### config.mk
export PLATFORM = sky130hd
export DESIGN_NAME = alu_seq
export DESIGN_NICKNAME = d
export VERILOG_FILES = /design/src/rtl/alu_seq.sv
export SDC_FILE = /design/constraint.sdc
export NUM_CORES = 1
export LEC_CHECK = 0
export CELL_PAD_IN_SITES_DETAIL_PLACEMENT = 2
export CELL_PAD_IN_SITES_GLOBAL_PLACEMENT = 2
export CORE_ASPECT_RATIO = 0.8
export CORE_MARGIN = 4
export CORE_UTILIZATION = 37
export CTS_CLUSTER_SIZE = 28
export DETAILED_ROUTE_END_ITERATION = 10
export PLACE_DENSITY_LB_ADDON = 0.1
export SYNTH_ARGS = -nofsm -noshare
export SYNTH_HDL_FRONTEND = slang
export SYNTH_SLANG_ARGS = --single-unit
### constraint.sdc
create_clock -name clk -period 4.2 [get_ports clk]
set_input_delay 0.84 -clock clk [delete_from_list [all_inputs] [get_ports clk]]
set_output_delay 0.84 -clock clk [all_outputs]
set_load 0.03 [all_outputs]
### src/rtl/alu_seq.sv
// Sequential ALU: single-cycle integer/bit ops plus iterative MUL/MULHU/DIVU/REMU.
// Latency: 1 cycle for single-cycle ops and divide-by-zero, WIDTH+1 cycles for iterative ops.
// Backpressure: result is held in DONE until out_ready; in_ready is high only in IDLE.
module alu_seq #(
    parameter int WIDTH = 32,
    localparam int SHW = $clog2(WIDTH)
) (
    input  logic             clk,
    input  logic             rst_n,
    input  logic             in_valid,
    output logic             in_ready,
    input  logic [4:0]       sel,
    input  logic [WIDTH-1:0] number1,
    input  logic [WIDTH-1:0] number2,
    input  logic             flush,
    output logic             out_valid,
    input  logic             out_ready,
    output logic [WIDTH-1:0] alu_out,
    output logic             busy
);

    typedef enum logic [1:0] {IDLE, BUSY, DONE} state_t;

    state_t             state_q, state_d;
    logic [1:0]         op_q;
    logic [WIDTH-1:0]   mcand_q;
    logic [2*WIDTH-1:0] acc_q, acc_d;
    logic [SHW-1:0]     cnt_q;
    logic [WIDTH-1:0]   alu_out_q;

    logic               div_op, is_iter, last;
    logic [SHW-1:0]     sh;
    logic [SHW:0]       clz, ctz, cpop;
    logic [WIDTH-1:0]   res_single, res_iter;
    logic [WIDTH:0]     mul_sum, rem_sh, diff;

    assign div_op  = (sel == 5'd19) || (sel == 5'd20);
    // divide-by-zero is resolved at acceptance, so it never enters BUSY
    assign is_iter = (sel == 5'd17) || (sel == 5'd18) || (div_op && (number2 != '0));
    assign sh      = number2[SHW-1:0];
    assign last    = (cnt_q == SHW'(WIDTH - 1));

    always_comb begin
        clz  = (SHW+1)'(WIDTH);
        ctz  = (SHW+1)'(WIDTH);
        cpop = '0;
        for (int i = 0; i < WIDTH; i++) begin
            if (number1[i]) clz = (SHW+1)'(WIDTH - 1 - i);
            cpop = cpop + (SHW+1)'(number1[i]);
        end
        for (int i = WIDTH - 1; i >= 0; i--) begin
            if (number1[i]) ctz = (SHW+1)'(i);
        end
    end

    always_comb begin
        res_single = '0;
        case (sel)
            5'd0:  res_single = number1 + number2;
            5'd1:  res_single = number1 - number2;
            5'd2:  res_single = number1 | number2;
            5'd3:  res_single = number1 ^ number2;
            5'd4:  res_single = number1 & number2;
            5'd5:  res_single = number1 << sh;
            5'd6:  res_single = number1 >> sh;
            5'd7:  res_single = $unsigned($signed(number1) >>> sh);
            5'd11: res_single = '0;
            5'd12: res_single = WIDTH'(1);
            5'd13: res_single = number1;
            5'd14: res_single = WIDTH'(clz);
            5'd15: res_single = WIDTH'(ctz);
            5'd16: res_single = WIDTH'(cpop);
            5'd19: res_single = '1;
            5'd20: res_single = number1;
            default: res_single = '0;
        endcase
    end

    // op_q holds sel[1:0]: 01 MUL, 10 MULHU, 11 DIVU, 00 REMU
    always_comb begin
        mul_sum = {1'b0, acc_q[2*WIDTH-1:WIDTH]} + (acc_q[0] ? {1'b0, mcand_q} : '0);
        rem_sh  = {acc_q[2*WIDTH-1:WIDTH], acc_q[WIDTH-1]};
        diff    = rem_sh - {1'b0, mcand_q};
        if (op_q == 2'b11 || op_q == 2'b00) begin
            if (!diff[WIDTH]) acc_d = {diff[WIDTH-1:0], acc_q[WIDTH-2:0], 1'b1};
            else              acc_d = {rem_sh[WIDTH-1:0], acc_q[WIDTH-2:0], 1'b0};
        end else begin
            acc_d = {mul_sum, acc_q[WIDTH-1:1]};
        end
        case (op_q)
            2'b01:   res_iter = acc_d[WIDTH-1:0];
            2'b10:   res_iter = acc_d[2*WIDTH-1:WIDTH];
            2'b11:   res_iter = acc_d[WIDTH-1:0];
            default: res_iter = acc_d[2*WIDTH-1:WIDTH];
        endcase
    end

    always_ff @(posedge clk or negedge rst_n) begin
        if (!rst_n) state_q <= IDLE;
        else        state_q <= state_d;
    end

    always_comb begin
        state_d   = state_q;
        in_ready  = 1'b0;
        out_valid = 1'b0;
        busy      = 1'b0;
        case (state_q)
            IDLE: begin
                in_ready = 1'b1;
                if (in_valid) state_d = is_iter ? BUSY : DONE;
            end
            BUSY: begin
                busy = 1'b1;
                if (last) state_d = DONE;
            end
            DONE: begin
                out_valid = 1'b1;
                if (out_ready) state_d = IDLE;
            end
            default: state_d = IDLE;
        endcase
        if (flush) state_d = IDLE;
    end

    always_ff @(posedge clk or negedge rst_n) begin
        if (!rst_n) begin
            op_q      <= '0;
            mcand_q   <= '0;
            acc_q     <= '0;
            cnt_q     <= '0;
            alu_out_q <= '0;
        end else if (!flush) begin
            if (state_q == IDLE && in_valid) begin
                if (is_iter) begin
                    op_q    <= sel[1:0];
                    mcand_q <= number2;
                    acc_q   <= {{WIDTH{1'b0}}, number1};
                    cnt_q   <= '0;
                end else begin
                    alu_out_q <= res_single;
                end
            end else if (state_q == BUSY) begin
                acc_q <= acc_d;
                cnt_q <= cnt_q + SHW'(1);
                if (last) alu_out_q <= res_iter;
            end
        end
    end

    assign alu_out = alu_out_q;

endmodule

; Word level (Yosys, flattened, before mapping)
; Index checks and enable logic that the tools add are counted.
[word_totals]
romBits = 0
latch_bits = 0
word_cells = 181
n_memories = 0
reg_bits = 137
mem_bits_rw = 0
[classes]
n_bitwise = 4
n_mux = 88
shifts = 3
n_div = 0
n_addsub = 36
magnitude_cmp = 0
n_mul = 0
n_eq_ne = 26
reduce_logical = 18
[op_table]
columns = op, n
row1 = case mux 32 bit (14 select lines), 1
row2 = two-way mux 6 bit, 64
row3 = two-way mux 64 bit, 5
row4 = two-way mux 32 bit, 6
row5 = adder 6 x 1 -> 6 bit, 26
row6 = adder 32 x 32 -> 33 bit, 1
row7 = subtractor 33 x 32 -> 33 bit, 1
row8 = adder 32 bit, 1
row9 = bitwise AND 32 bit, 1
row10 = bitwise OR 32 bit, 1
row11 = nonzero test 32 bit, 1
row12 = left shift 32 x 5 -> 32 bit, 1
row13 = right shift 32 x 5 -> 32 bit, 1
row14 = >>> shifter 32 x 5 -> 32 bit, 1
row15 = subtractor 32 bit, 1
row16 = XOR 32 bit, 1
row17 = "equality test 5 bit, second input constant", 6
row18 = "equality test 5 x 3 -> 1 bit, second input constant", 4
row19 = "equality test 5 x 4 -> 1 bit, second input constant", 4
row20 = two-way mux 5 bit, 3
row21 = "equality test 5 x 2 -> 1 bit, second input constant", 2
row22 = two-way mux 2 bit, 5
row23 = "inequality test 3 bit, second input constant", 3
row24 = AND reduction 3 bit, 3
row25 = other kinds (20), 32

; Logic depth before layout (Yosys ltp)
; Gate-level depths: netlist (run 1).
[logic_depth]
word_depth = 35
mapped_depth = 22
mapped_depth_nobuf = 21

; Worst setup path after synthesis (run 1)
; OpenSTA, ideal clock, no wires.
[synth_path]
path_type = input to register
startpoint = input port number1[23]
endpoint = register alu_out_q[4] (netlist: alu_out[4])
required_time_ns = 4.067
path_stages = 22
arrival_time_ns = 5.998
setup_slack_ns = -1.931
setup_time_ns = 0.133
path_cell_list = clkbuf_1 -> inv_1 -> fa_1 -> fa_1 -> inv_1 -> fa_1 -> inv_1 -> fa_1 -> fa_1 -> fa_1 -> inv_1 -> ha_1 -> fa_1 -> a21o_1 -> a21oi_1 -> xnor2_1 -> a22o_1 -> a31oi_1 -> nand4_1 -> a211oi_1 -> a2bb2oi_1 -> o21ai_0
[synth_via]
elab_chain_cells = 27
elab_cells_between_ends = 48
classes_between = add/sub (9) / shift (3) / mux (36)
[synth_rtl]
columns = item, line_no
row1 = start: declaration, 13  ; input logic [WIDTH-1:0] number1,
row2 = branches (longest 24 deep; another with adder 6 x 1 -> 6 bit), n/a
row3 = case mux 32 bit (14 select lines) *, 58  ; case (sel)
row4 = two-way mux 32 bit *, 135  ; if (is_iter) begin
row5 = two-way mux 32 bit *, 134  ; if (state_q == IDLE && in_valid) begin
row6 = end signal: assignment, 141  ; alu_out_q <= res_single;
row7 = end signal: assignment, 146  ; if (last) alu_out_q <= res_iter;
row8 = end: declaration, 29  ; logic [WIDTH-1:0] alu_out_q;
; Mark *: on every way between the ends. The select of a mux whose other input is x is not followed.
; A chain may end at the register's enable or synchronous reset.

; Final worst setup path (run 1)
[layout_path]
startpoint = input port number1[5]
endpoint = register alu_out_q[4] (netlist: alu_out[4])
[layout_via]
elab_chain_cells = 30
elab_cells_between_ends = 66
classes_between = add/sub (27) / shift (3) / mux (36)
[layout_rtl]
columns = item, line_no
row1 = adder 5 x 1 -> 6 bit or two-way mux 6 bit (tied branches), "49, 48"
row2 = adder 6 x 1 -> 6 bit or two-way mux 6 bit (tied branches) (26 in series), "49, 48"
row3 = case mux 32 bit (14 select lines) *, 58
row4 = two-way mux 32 bit *, 135
row5 = two-way mux 32 bit *, 134
; Mark *: on every way between the ends. The rest lies on a longest branch, timed or not. The select of a mux whose other input is x is not followed.

==> results of run 1 <==
-- synthesized netlist by cell type (all sizes together), types with 11 or more instances --
cell and count:
buf 42, dfrtp 137, a21oi 186, a211oi 39, nand2b 12, o21ai 199
a2111oi 12, fa 27, o221ai 20, inv 133, a21o 51, a22o 16
nor2b 12, a31oi 39, nand2 252, nor3 49, a211o 15, nand3 48
a22oi 20, o31ai 24, o21a 19, o22ai 17, and2 41, ha 174
xor2 37, or3 16, mux2i 73, o311ai 11, a221o 11, a221oi 33
nor2 250, nand4 18, and3 18, o211ai 31, mux4 61, nor4 18
xnor2 74, clkbuf 127
-- flip-flops by register name, summed over array words and instances, names as in the netlist --
name,cells
acc_q,64
alu_out,32
mcand_q,32
cnt_q,5
op_q,2
state_q,2
-- worst paths after layout --
kind	start	end	cells past startpoint
min	rst_n	alu_out[29]$_DFFE_PN0P_	1
max reg2reg	acc_q[31]$_DFFE_PN0P_	alu_out[3]$_DFFE_PN0P_	17
min reg2reg	acc_q[26]$_DFFE_PN0P_	acc_q[26]$_DFFE_PN0P_	2
min in group clk	acc_q[26]$_DFFE_PN0P_	acc_q[26]$_DFFE_PN0P_	2
max in group asynchronous	rst_n	acc_q[46]$_DFFE_PN0P_	2
max	number1[5]	alu_out[4]$_DFFE_PN0P_	20
-- timing repair --
action	4_1_cts	5_1_grt
pin swaps	99	130
resized for setup	216	173
setup endpoints to repair	45	49
cloned	0	2
setup buffers	45	40
-- logic make-up (layout without fill, tap and decap cells) --
logic type | Yosys count | after routing | share of synthesized area
fa+ha+maj | 201 | 201 | 0.141
compound gates | 813 | 813 | 0.278
simple gates | 754 | 754 | 0.175
other cells | 0 | 5 | 0
buf+inv | 304 | 770 | 0.0611
mux | 144 | 144 | 0.115
flops | 137 | 137 | 0.178
xor+xnor | 111 | 111 | 0.0508
-- worst register-to-register path, delay by kind of cell (launching register included) --
family          cells  cell delay [ps]
flops               1              420
xor+xnor            1              300
buf+inv             5              770
fa+ha+maj           2              630
mux                 1              310
compound gates      8             1950
-- per-layer routing --
layer / up-vias / routed length [um] / track usage
met3: 839 / 17500 / 0.158
li1: 10000 / - / -
met5: - / 91 / 0
met2: 2215 / 62000 / 0.664
met4: 14 / 11800 / 0.188
met1: 13400 / 53000 / 0.540
-- metrics by stage --
stage	total power, mW	std cells	hold WS (ps)	setup WS [ps]	cell area, um^2
floorplan	5.98	2464	470	-1520	19600
global placement	8.29	3508	487	-2350	24200
detailed placement	8.73	3508	509	-2490	24200
CTS	10.7	3583	504	-1620	25700
global route	12.4	3614	530	-1640	26600
finish	12.1	3619	475	-1500	26600
-- layout make-up --
cell class | instances | area share
diodes | 5 | 0.000470
clock buffers | 17 | 0.0160
clock inverters | 15 | 0.00535
inverters | 135 | 0.0199
multi-input cells | 2023 | 0.602
flip-flops and latches | 137 | 0.129
well taps | 684 | 0.0321
repair buffers | 603 | 0.196
-- power breakdown --
group | total, mW | leakage (nW) | switching (mW) | internal, mW
clock network | 1.66 | 0.275 | 0.834 | 0.828
logic | 8.42 | 9.93 | 5.15 | 3.26
registers | 2.06 | 1.79 | 0.419 | 1.64
==> flow_metrics.tcl, run 1 <==
set metrics [dict create \
    nets 3192 \
    ys_types 84 \
    antenna_found_initial 10 \
    grt_pass1_wl_um 180000 \
    die_h_um 212 \
    violations "negative setup slack" \
    seq_area_um2 3430 \
    required_ps 4550 \
    status "finished with violations" \
    critPathLaunchType "primary input" \
    max_stage_delay_ps 590 \
    irDropWorstVdd_v 0.000318 \
    crit_chain "clkdlybuf4s15_1 -> inv_2 -> fa_1 -> fa_2 -> fa_2 -> fa_1 -> fa_1 -> fa_1 -> inv_2 -> ha_4 -> fa_2 -> a21o_1 -> a21oi_2 -> xnor2_1 -> a22o_1 -> a31oi_1 -> nand4_1 -> a211oi_2 -> a2bb2oi_2 -> o21ai_1" \
    grt_pass1_vias 26100 \
    place_hpwl_um 89700 \
    dieWidth_um 263 \
    synth-edff-count 0 \
    ys_seq_area_frac 0.178 \
    synth_cells 2464 \
    layout_common_cells "buf_4, nand2_1, nor2_1, a21oi_1, ha_1" \
    postLayoutCoreUtil 0.520 \
    cts_buffer_depth 2 \
    cts_max_level 4 \
    setup_violations 29 \
    finalMaxSlewViolations 0 \
    io_pins 109 \
    ff2ff_setup_slack_ps -300 \
    final_antenna_net_count 0 \
    fin_crit_sh 1.36 \
    layout_commonest_cell "buf_4" \
    final.min_clock_period_ps 5700 \
    synth_seq_cells 137 \
    slew_headroom 0.226 \
    synth-main-ff-cell "dfrtp_1" \
    remaining_drc_errors 0 \
    slowest_stage "fa_2" \
    crit_type "in -> reg" \
    hold_violations 0 \
    fin_worst_skew_ps 19.2 \
    clk_latency_ps 470 \
    cts_sinks 137 \
    cp.arrival_ps 6060 \
    clk_pin_slew_worst_paths_ps 80 \
    worst_pin_slew_ps 1130 \
    synth_top_cell_area_share 0.178 \
    first_iter_violations 3876 \
    yosys_warnings 0 \
    nFillCells 5450 \
    rsz0062_at_grt "yes" \
    cp-end-kind "flop" \
    synthTopCellsByArea "dfrtp_1, ha_1, mux4_2" \
    clock-root-buffer "clkbuf_16" \
    rows 74 \
    wirelength_um 144000 \
    synth_nets 2739 \
    fin_ws_ps -1500 \
    worst_path_most_repeated_cell "fa_1" \
    grt_usage 0.429 \
    path_max_fanout 2 \
    first_pass_iters 6 \
    fmax_ghz 0.175 \
    viasPerCell 7.31 \
    p_per_area_nw_per_um2 456 \
    min_path_type "in -> async" \
    start_util 0.376 \
    path_buf_inv 3 \
    globalplace.congestion 1.00 \
    cp_top_family "adder cells" \
    hold_buffers 0 \
    cts_tree "done" \
    multi_input_area_um2 16000 \
    vias 26500 \
    yosys.area.top_type "dfrtp_1" \
    numCtsBuffers 17 \
    synthesis.area_um2 19300 \
    avgSynthCellArea_um2 7.82 \
    avgRoutedWirePerCell_um 39.9 \
    p_leak_nw 12.0 \
    maxCapViolations 0 \
    drive_gt1_frac 0.285 \
    overflow 0 \
    dieArea_um2 55800 \
    port_buffers 108 \
    grt_max_degree 87 \
    async_flop_share 1.00 \
    area_growth_pct 38.3 \
    final.setup.tns_ps -15870 \
    fp.coreArea_um2 51300 \
]
(Power assumes the default switching activity.)
==> inputs of run 2 (changes only) <==
--- a/config.mk
+++ b/config.mk
@@ -8,7 +8,6 @@
 export CELL_PAD_IN_SITES_DETAIL_PLACEMENT = 2
 export CELL_PAD_IN_SITES_GLOBAL_PLACEMENT = 2
 export CORE_ASPECT_RATIO = 0.8
-export CORE_MARGIN = 4
 export CORE_UTILIZATION = 37
 export CTS_CLUSTER_SIZE = 28
 export DETAILED_ROUTE_END_ITERATION = 10
==> run 2 against run 1 <==
  * The run still ends with negative setup slack left
  * Die area fell by 5.0%
  * Sequential share of layout area up 0.064 points
  * Global-route usage rose by 5.9 points
  * Clock power is 8% higher
  * Non-clock buffer count down 13
  * Critical path depth rose by 3
  * Clock-buffer cell count grew 2
  * Routed wire length down 4.6%
  * Cell count decreased by 0.44%
  * Core utilization is 0.16 points lower
  * Cell area down 0.49%
  * Combinational power shrank 3.7%
  * Critical path type unchanged
  * Largest power group unchanged
==> flow_metrics.tcl, run 2 (synthesized netlist as in run 1, its figures left out) <==
set metrics [dict create \
    status "finished with violations" \
    violations "negative setup slack" \
    required_ps 4520 \
    path_depth 23 \
    numCtsBuffers 17 \
    finalPower_mw 12.0 \
    fmax_ghz 0.172 \
    nets 3179 \
    antenna_found_initial 7 \
    avgRoutedWirePerCell_um 38.2 \
    final_antenna_net_count 0 \
    path_buf_inv 6 \
    start_util 0.376 \
    remaining_drc_errors 0 \
    overflow 0 \
    cp.arrival_ps 6130 \
    postLayoutCoreUtil 0.518 \
    pre_cts_slack_ps -2580 \
    layoutNonFillerInstCount 3603 \
    rows 74 \
    grt_pass1_vias 26900 \
    viasPerCell 7.15 \
    clk_latency_ps 470 \
    area_growth_pct 37.6 \
    finalMaxSlewViolations 0 \
    globalplace.congestion 1.02 \
    crit_chain "buf_8 -> fa_1 -> inv_2 -> fa_2 -> inv_2 -> fa_1 -> inv_1 -> fa_1 -> fa_1 -> fa_1 -> inv_2 -> ha_4 -> fa_2 -> a21o_1 -> a21oi_2 -> xnor2_1 -> a22o_1 -> a31oi_1 -> nand4_1 -> a211oi_2 -> buf_4 -> a2bb2oi_2 -> o21ai_1" \
    path_max_fanout 2 \
    placed_cell_area_um2 24200 \
    grt_usage 0.488 \
    cts_sinks 137 \
    finalInstanceArea_um2 26500 \
    fin_worst_skew_ps 12.5 \
    min_path_type "in -> async" \
    grt_max_degree 95 \
    final.min_clock_period_ps 5810 \
    vias 25800 \
    slowest_stage "fa_2" \
    rr_worst_depth 15 \
    nFillCells 5408 \
    fp.coreArea_um2 51200 \
    fin_ws_ps -1610 \
    dieArea_um2 53000 \
    layout_common_cells "buf_4, nand2_1, nor2_1, ha_1, a21oi_1" \
    irDropWorstVdd_v 0.000297 \
    drive_gt1_frac 0.276 \
    setup_violations 27 \
    clk_pin_slew_worst_paths_ps 80 \
    crit_type "in -> reg" \
    fin_crit_sh 1.38 \
    largest_reg_flops 64 \
    io_pins 109 \
    p_leak_nw 12.0 \
    worst_path_most_repeated_cell "fa_1" \
    seq_area_um2 3430 \
    cts_max_level 4 \
    cp-end-kind "flop" \
    first_pass_iters 6 \
    port_buffers 108 \
    p_per_area_nw_per_um2 451 \
    dp_cells 3501 \
    final.setup.tns_ps -14090 \
    holdWs_ps 468 \
    cts_buffer_depth 2 \
    max_stage_delay_ps 610 \
    die_h_um 206 \
    worst_pin_slew_ps 1030 \
    cts_tree "done" \
    cp_top_family "adder cells" \
    wirelength_um 138000 \
    maxCapViolations 0 \
    place_hpwl_um 89200 \
    layout_commonest_cell "buf_4" \
    clock-root-buffer "clkbuf_16" \
    grt_pass1_wl_um 191000 \
    dieWidth_um 257 \
    hold_violations 0 \
    critPathLaunchType "primary input" \
    slew_headroom 0.310 \
    rsz0062_at_grt "yes" \
    first_iter_violations 3280 \
    top_register "acc_q" \
    multi_input_area_um2 16000 \
]
==> run 2: changes by cell type in the layout (fill, tap and decap cells not counted), moves of 5 or more <==
cell,change
a221oi_1,-5
buf_2,-6
buf_6,-7
dlygate4sd2_1,+5
ha_1,+5
inv_1,+6
inv_2,-7
o21ai_0,+9
o21ai_1,-10
==> run 2: area by class of cell <==
type | count | area share
Antenna cell | 2 | 0.000189
Clock buffer | 19 | 0.0167
Clock inverter | 13 | 0.00727
Inverter | 135 | 0.0200
Multi-Input combinational cell | 2023 | 0.604
Sequential cell | 137 | 0.129
Tap cell | 684 | 0.0323
Timing Repair Buffer | 590 | 0.190
==> run 2: worst paths after layout <==
kind	from	to	slack (ps)
setup / recovery	number1[21]	alu_out[4]$_DFFE_PN0P_	-1610
hold / removal	rst_n	alu_out[27]$_DFFE_PN0P_	470
setup reg to reg	mcand_q[0]$_DFFE_PN0P_	alu_out[27]$_DFFE_PN0P_	-180
hold reg to reg	acc_q[2]$_DFFE_PN0P_	acc_q[2]$_DFFE_PN0P_	540
max in group asynchronous	rst_n	acc_q[25]$_DFFE_PN0P_	2690
min in group clk	acc_q[2]$_DFFE_PN0P_	acc_q[2]$_DFFE_PN0P_	540
==> run 2: timing repair <==
action                                  4_1_cts  5_1_grt
pin swaps                                   128      121
gates resized for setup                     227      122
hold buffers                                  0        0
setup buffers                                70       24
endpoints found under the setup margin       36       43
==> run 2: where the power goes <==
group	internal, mW	switching (mW)
logic	3.16	4.95
registers	1.65	0.411
clock network	1.02	0.767
==> run 2: metal layers <==
metal	track usage	share of wire	vias to the layer above
li1	-	-	9984
met1	0.604	0.38	13000
met2	0.767	0.43	2089
met3	0.154	0.12	689
met4	0.240	0.074	2
met5	0	0.000058	-
